File: config.mk
export PLATFORM = sky130hd
export DESIGN_NAME = hazard_stall_ctrl_flat
export DESIGN_NICKNAME = d
export VERILOG_FILES = /design/src/rtl/hazard_stall_ctrl_if.sv /design/src/rtl/hazard_stall_ctrl.sv /design/src/flat_wrapper.sv
export SDC_FILE = /design/constraint.sdc
export NUM_CORES = 1
export LEC_CHECK = 0
export BUFFER_PORTS_ARGS = -buffer_cell sky130_fd_sc_hd__buf_2
export CAP_MARGIN = 15
export CELL_PAD_IN_SITES_DETAIL_PLACEMENT = 0
export CELL_PAD_IN_SITES_GLOBAL_PLACEMENT = 1
export CORE_MARGIN = 2
export CORE_UTILIZATION = 32
export DETAILED_ROUTE_END_ITERATION = 10
export PLACE_DENSITY = 0.84
export REMOVE_ABC_BUFFERS = 1
export SLEW_MARGIN = 20
export SYNTH_ARGS = -nofsm -noshare
export SYNTH_HDL_FRONTEND = slang
export SYNTH_SLANG_ARGS = --single-unit
File: constraint.sdc
create_clock -name clk -period 1.9 [get_ports clk]
set_input_delay 0.19 -clock clk [delete_from_list [all_inputs] [get_ports clk]]
set_output_delay 0.19 -clock clk [all_outputs]
set_load 0.01 [all_outputs]
File: src/rtl/hazard_stall_ctrl_if.sv
// Pipeline <-> hazard_stall_ctrl bundle; master = pipeline side, slave = controller side.
// stall_cnt exists only when HAZARD_STALL_CNT_EN is defined.
interface hazard_stall_ctrl_if;
  logic [4:0] D_rs;
  logic [4:0] D_rt;
  logic [1:0] D_tuse_rs;
  logic [1:0] D_tuse_rt;
  logic       D_is_md;
  logic [4:0] E_A3;
  logic [1:0] E_tnew;
  logic [4:0] M_A3;
  logic [1:0] M_tnew;
  logic       E_md_start;
  logic       E_md_is_div;
  logic       IFU_en;
  logic       F2D_en;
  logic       D2E_en;
  logic       E2M_en;
  logic       M2W_en;
  logic       flush;
  logic       md_busy;
  logic       md_done;
`ifdef HAZARD_STALL_CNT_EN
  logic [31:0] stall_cnt;

  modport master (
    output D_rs, D_rt, D_tuse_rs, D_tuse_rt, D_is_md,
    output E_A3, E_tnew, M_A3, M_tnew, E_md_start, E_md_is_div,
    input  IFU_en, F2D_en, D2E_en, E2M_en, M2W_en, flush, md_busy, md_done,
    input  stall_cnt
  );

  modport slave (
    input  D_rs, D_rt, D_tuse_rs, D_tuse_rt, D_is_md,
    input  E_A3, E_tnew, M_A3, M_tnew, E_md_start, E_md_is_div,
    output IFU_en, F2D_en, D2E_en, E2M_en, M2W_en, flush, md_busy, md_done,
    output stall_cnt
  );
`else
  modport master (
    output D_rs, D_rt, D_tuse_rs, D_tuse_rt, D_is_md,
    output E_A3, E_tnew, M_A3, M_tnew, E_md_start, E_md_is_div,
    input  IFU_en, F2D_en, D2E_en, E2M_en, M2W_en, flush, md_busy, md_done
  );

  modport slave (
    input  D_rs, D_rt, D_tuse_rs, D_tuse_rt, D_is_md,
    input  E_A3, E_tnew, M_A3, M_tnew, E_md_start, E_md_is_div,
    output IFU_en, F2D_en, D2E_en, E2M_en, M2W_en, flush, md_busy, md_done
  );
`endif
endinterface

File: src/rtl/hazard_stall_ctrl.sv
// Hazard/stall control for the F/D/E/M/W core: RAW (Tuse/Tnew) and mult/div stalls; HAZARD_STALL_CNT_EN adds stall_cnt.
// Enables/flush are combinational in the same cycle; md_busy/md_done are registered. A stall freezes PC and F/D and bubbles D/E.
module hazard_stall_ctrl #(
  parameter int unsigned MULT_CYCLES = 5,
  parameter int unsigned DIV_CYCLES  = 10
) (
  input  logic                clk,
  input  logic                reset,
  hazard_stall_ctrl_if.slave  bus
);

  localparam logic [3:0] MULT_LD = 4'(MULT_CYCLES);
  localparam logic [3:0] DIV_LD  = 4'(DIV_CYCLES);

  logic [3:0] cnt_q, cnt_d;
  logic       md_busy_q, md_busy_d;
  logic       md_done_q, md_done_d;
  logic       stall_rs, stall_rt, stall_md, stall;

  // A producer only blocks D if its value will not be forwardable by the time D needs it.
  function automatic logic raw_hazard(
    input logic [4:0] src,
    input logic [1:0] tuse,
    input logic [4:0] e_a3,
    input logic [1:0] e_tnew,
    input logic [4:0] m_a3,
    input logic [1:0] m_tnew
  );
    logic e_hit;
    logic m_hit;
    e_hit = (e_a3 != 5'd0) && (src == e_a3) && (e_tnew > tuse);
    m_hit = (m_a3 != 5'd0) && (src == m_a3) && (m_tnew > tuse);
    return (src != 5'd0) && (tuse != 2'd3) && (e_hit || m_hit);
  endfunction

  always_comb begin
    stall_rs = raw_hazard(bus.D_rs, bus.D_tuse_rs, bus.E_A3, bus.E_tnew, bus.M_A3, bus.M_tnew);
    stall_rt = raw_hazard(bus.D_rt, bus.D_tuse_rt, bus.E_A3, bus.E_tnew, bus.M_A3, bus.M_tnew);
    stall_md = bus.D_is_md && (md_busy_q || bus.E_md_start);
    stall    = !reset && (stall_rs || stall_rt || stall_md);
  end

  assign bus.IFU_en = !stall;
  assign bus.F2D_en = !stall;
  assign bus.D2E_en = 1'b1;
  assign bus.E2M_en = 1'b1;
  assign bus.M2W_en = 1'b1;
  assign bus.flush  = stall;

  // A start that arrives while the unit is occupied is dropped, not queued.
  always_comb begin
    cnt_d = cnt_q;
    if (bus.E_md_start && (cnt_q == 4'd0)) begin
      cnt_d = bus.E_md_is_div ? DIV_LD : MULT_LD;
    end else if (cnt_q != 4'd0) begin
      cnt_d = cnt_q - 4'd1;
    end
    md_busy_d = (cnt_d != 4'd0);
    md_done_d = (cnt_q == 4'd1);
  end

  always_ff @(posedge clk) begin
    if (reset) begin
      cnt_q     <= 4'd0;
      md_busy_q <= 1'b0;
      md_done_q <= 1'b0;
    end else begin
      cnt_q     <= cnt_d;
      md_busy_q <= md_busy_d;
      md_done_q <= md_done_d;
    end
  end

  assign bus.md_busy = md_busy_q;
  assign bus.md_done = md_done_q;

`ifdef HAZARD_STALL_CNT_EN
  logic [31:0] stall_cnt_q, stall_cnt_d;

  always_comb begin
    stall_cnt_d = stall_cnt_q;
    if (stall && (stall_cnt_q != 32'hFFFF_FFFF)) begin
      stall_cnt_d = stall_cnt_q + 32'd1;
    end
  end

  always_ff @(posedge clk) begin
    if (reset) begin
      stall_cnt_q <= 32'd0;
    end else begin
      stall_cnt_q <= stall_cnt_d;
    end
  end

  assign bus.stall_cnt = stall_cnt_q;
`else
  // Default build carries no stall counter.
`endif

endmodule

File: src/flat_wrapper.sv
// flat-port wrapper written by rule: the top's interface ports become plain ports
module hazard_stall_ctrl_flat 
#(
  parameter int unsigned MULT_CYCLES = 5,
  parameter int unsigned DIV_CYCLES  = 10
)
  (clk, reset, bus_D_rs, bus_D_rt, bus_D_tuse_rs, bus_D_tuse_rt, bus_D_is_md, bus_E_A3, bus_E_tnew, bus_M_A3, bus_M_tnew, bus_E_md_start, bus_E_md_is_div, bus_IFU_en, bus_F2D_en, bus_D2E_en, bus_E2M_en, bus_M2W_en, bus_flush, bus_md_busy, bus_md_done);
  hazard_stall_ctrl_if bus_i ();
  input  logic clk;
  input  logic reset;
  input wire logic [$bits(bus_i.D_rs)-1:0] bus_D_rs;
  input wire logic [$bits(bus_i.D_rt)-1:0] bus_D_rt;
  input wire logic [$bits(bus_i.D_tuse_rs)-1:0] bus_D_tuse_rs;
  input wire logic [$bits(bus_i.D_tuse_rt)-1:0] bus_D_tuse_rt;
  input wire logic [$bits(bus_i.D_is_md)-1:0] bus_D_is_md;
  input wire logic [$bits(bus_i.E_A3)-1:0] bus_E_A3;
  input wire logic [$bits(bus_i.E_tnew)-1:0] bus_E_tnew;
  input wire logic [$bits(bus_i.M_A3)-1:0] bus_M_A3;
  input wire logic [$bits(bus_i.M_tnew)-1:0] bus_M_tnew;
  input wire logic [$bits(bus_i.E_md_start)-1:0] bus_E_md_start;
  input wire logic [$bits(bus_i.E_md_is_div)-1:0] bus_E_md_is_div;
  output wire logic [$bits(bus_i.IFU_en)-1:0] bus_IFU_en;
  output wire logic [$bits(bus_i.F2D_en)-1:0] bus_F2D_en;
  output wire logic [$bits(bus_i.D2E_en)-1:0] bus_D2E_en;
  output wire logic [$bits(bus_i.E2M_en)-1:0] bus_E2M_en;
  output wire logic [$bits(bus_i.M2W_en)-1:0] bus_M2W_en;
  output wire logic [$bits(bus_i.flush)-1:0] bus_flush;
  output wire logic [$bits(bus_i.md_busy)-1:0] bus_md_busy;
  output wire logic [$bits(bus_i.md_done)-1:0] bus_md_done;
  assign bus_i.D_rs = bus_D_rs;
  assign bus_i.D_rt = bus_D_rt;
  assign bus_i.D_tuse_rs = bus_D_tuse_rs;
  assign bus_i.D_tuse_rt = bus_D_tuse_rt;
  assign bus_i.D_is_md = bus_D_is_md;
  assign bus_i.E_A3 = bus_E_A3;
  assign bus_i.E_tnew = bus_E_tnew;
  assign bus_i.M_A3 = bus_M_A3;
  assign bus_i.M_tnew = bus_M_tnew;
  assign bus_i.E_md_start = bus_E_md_start;
  assign bus_i.E_md_is_div = bus_E_md_is_div;
  assign bus_IFU_en = bus_i.IFU_en;
  assign bus_F2D_en = bus_i.F2D_en;
  assign bus_D2E_en = bus_i.D2E_en;
  assign bus_E2M_en = bus_i.E2M_en;
  assign bus_M2W_en = bus_i.M2W_en;
  assign bus_flush = bus_i.flush;
  assign bus_md_busy = bus_i.md_busy;
  assign bus_md_done = bus_i.md_done;
  hazard_stall_ctrl #(.MULT_CYCLES(MULT_CYCLES), .DIV_CYCLES(DIV_CYCLES)) u_core (.clk(clk), .reset(reset), .bus(bus_i));
endmodule
==> impl_metrics.py <==
metrics = {
    "drt": {
        "finalWirelength_mm": 2.13,
        "vias": 855,
        "drt_first_pass_iters": 4,
        "drtIter0Drc": 17,
        "vias_per_cell": 4.89,
        "drc": 0,
        "antenna_left": 0,
        "wl_per_cell_um": 12.2,
    },
    "worst_setup_path": {
        "cp.required_ns": 1.71,
        "critPathKind": "input port to output pin",
        "startpoint_type": "input port",
        "arrival_ns": 1.63,
        "path_max_fanout": 2,
        "end_kind": "output pin",
    },
    "sta": {
        "max_freq_ghz": 0.550,
        "slew_violations": 0,
        "fin_crit_sh_pct": 95.7,
        "setup_violations": 0,
        "fin_setup_tns_ns": 0,
        "worst_slack_ns": 0.0819,
        "timing.final.hold_violations": 0,
        "finalCriticalPeriod_ns": 1.82,
        "clock-skew-final_ns": 0.00446,
    },
    "synthesis": {
        "synth_largest_area_cell": "xnor2_1",
        "synthArstFlopShare_pct": 0,
        "synth_edf_count": 0,
        "synth_area_leaders": "xnor2_1 (18%), ha_1 (15%), dfxtp_1 (14%)",
        "synthCells": 106,
        "synth_ff_type": "dfxtp_1",
        "ys_warn_count": 0,
        "synthTopCellsByCount": "xnor2_1 (18), ha_1 (10), inv_1 (8), nand2_1 (7)",
        "synth_area_sq_um": 857,
        "yosysMostFrequentCell": "xnor2_1",
        "ys_types": 36,
        "synth_top_cell_area_share_pct": 18.4,
        "avgSynthCellArea_sq_um": 8.09,
        "ys_seq_area_share_pct": 14.0,
        "synth_seq_cells": 6,
    },
    "global_route": {
        "grt_overflow": 0,
        "grt_first_pass_wirelength_mm": 3.69,
        "grt_usage_pct": 14.4,
        "grt_pass1_vias": 877,
        "antenna_found_initial": 0,
        "grt_start_max_net_pins": 9,
    },
    "min_path": {
        "worst_hold_path_type": "input port to flip-flop",
    },
    "floorplan": {
        "coreArea_sq_mm": 0.00250,
        "start_util_pct": 34.3,
        "io_pins": 41,
        "rows": 18,
        "die_y_um": 55.8,
        "die_width_um": 55.8,
        "die_area_sq_mm": 0.00311,
    },
    "clock_tree": {
        "cts_root_buf": "clkbuf_4",
        "cts.sinks": 6,
        "clkSlewWorstSetupHoldPaths_ns": 0.05,
        "cts_tree": "built",
        "numCtsBuffers": 3,
        "cts_buffer_depth": 2,
        "clock_latency_ns": 0.24,
        "htree_levels": 1,
    },
    "pwr": {
        "leakage_nw": 0.500,
        "peakVddDrop_v": 0.000526,
        "p_per_area_mw_per_mm2": 769,
    },
    "finish": {
        "area_growth_pct": 32.4,
        "nNetsFinal": 190,
        "antenna_cells": 0,
        "fin_cells": 175,
        "nFillCells": 253,
        "drive_above_1_share_pct": 37.9,
    },
    "job": {
        "drv_cap": 0,
    },
    "outcome": {
        "outcome": "finished clean",
    },
    "place": {
        "dp_cells": 171,
        "place.gp.congestion": 0.809,
        "place_ws_ns": 0.0651,
        "portBuffers": 37,
        "hpwl_mm": 1.84,
    },
}
[flip-flops by register name, summed over array words and instances (netlist names)]
| register | count |
|---|---|
| u_core.cnt_q | 4 |
| u_core.bus.md_busy | 1 |
| u_core.bus.md_done | 1 |
[per-stage QoR]
stage / utilization [%] / instance area [sq um] / hold slack (ns) / power (mW)
final: 45.4 / 1130 / 0.225 / 0.872
after global routing: 45.4 / 1130 / 0.226 / 0.963
after CTS: 43.3 / 1080 / 0.214 / 0.845
after detailed placement: 42.4 / 1060 / 0.472 / 0.725
after global placement: 42.4 / 1060 / 0.467 / 0.719
after floorplan: - / 830 / 0.262 / 0.567
[area by class of cell]
| type | count | area [sq um] | share of cell area [%] |
|---|---|---|---|
| clock buffers | 3 | 22.5 | 1.98 |
| well taps | 30 | 37.5 | 3.31 |
| inverters | 8 | 30.0 | 2.65 |
| flip-flops and latches | 6 | 120 | 10.6 |
| multi-input cells | 89 | 724 | 63.8 |
| repair buffers | 39 | 200 | 17.6 |
[power by group]
group	total, mW	switching [mW]	internal, mW
clock	0.114	0.0429	0.0712
sequential	0.230	0.0472	0.183
combinational	0.528	0.257	0.271
total	0.872	0.347	0.525
[layout by cell type, fill, tap and decap left out, drive strengths merged, types with 2 or more instances in the layout]
cell,synthesis,routed
a21oi,7,7
buf,5,39
clkbuf,0,3
conb,1,3
dfxtp,6,6
ha,10,10
inv,8,8
nand2,7,7
nand3,3,3
nand4,2,2
nor2,6,6
nor2b,3,3
nor3,5,5
o2111ai,2,2
o21ai,2,2
or4,5,5
xnor2,18,18
xor2,2,2
[routing by layer]
| metal | track usage, % | vias up | share of wire (%) |
|---|---|---|---|
| met2 | 25.2 | 21 | 49 |
| met5 | 0 | - | 0 |
| met1 | 18.8 | 382 | 47 |
| met3 | 2.33 | 0 | 3.7 |
| met4 | 2.09 | 0 | 0 |
| li1 | - | 452 | - |
[worst paths after layout]
check                                   from                             to  slack [ns]  cells after the start
setup / recovery            bus_D_tuse_rs[1]                     bus_IFU_en        0.08                      9
hold / removal                         reset     u_core.cnt_q[0]$_SDFF_PP0_        0.23                      2
setup reg to reg  u_core.cnt_q[0]$_SDFF_PP0_  u_core.bus.md_busy$_SDFF_PP0_        0.15                      6
hold reg to reg   u_core.cnt_q[0]$_SDFF_PP0_     u_core.cnt_q[0]$_SDFF_PP0_        0.53                      2
[repair_timing]
item	CTS	global route
resized for setup	0	8
buffers inserted	0	1
setup endpoints to repair	0	4
endpoints found under the hold margin	0	0
hold buffers	0	0
[critical path: stages]
cell	delay (ns)
buf_2	0.09
inv_1	0.05
ha_1	0.27
nand2_1	0.09
nand4_1	0.14
nor4_2	0.35
a21oi_2	0.06
a31o_1	0.24
buf_2	0.14
[cells by family (layout without fill, tap and decap cells)]
group	count (synthesis)	in the layout	synth area share, %
other cells	1	3	0.438
compound gates	18	18	15.6
flops	6	6	14.0
fa+ha+maj	10	10	14.6
mux	1	1	1.17
buf+inv	13	50	7.59
simple gates	37	37	26.1
xor+xnor	20	20	20.4
Note: power is estimated with default switching activity, not from simulation.
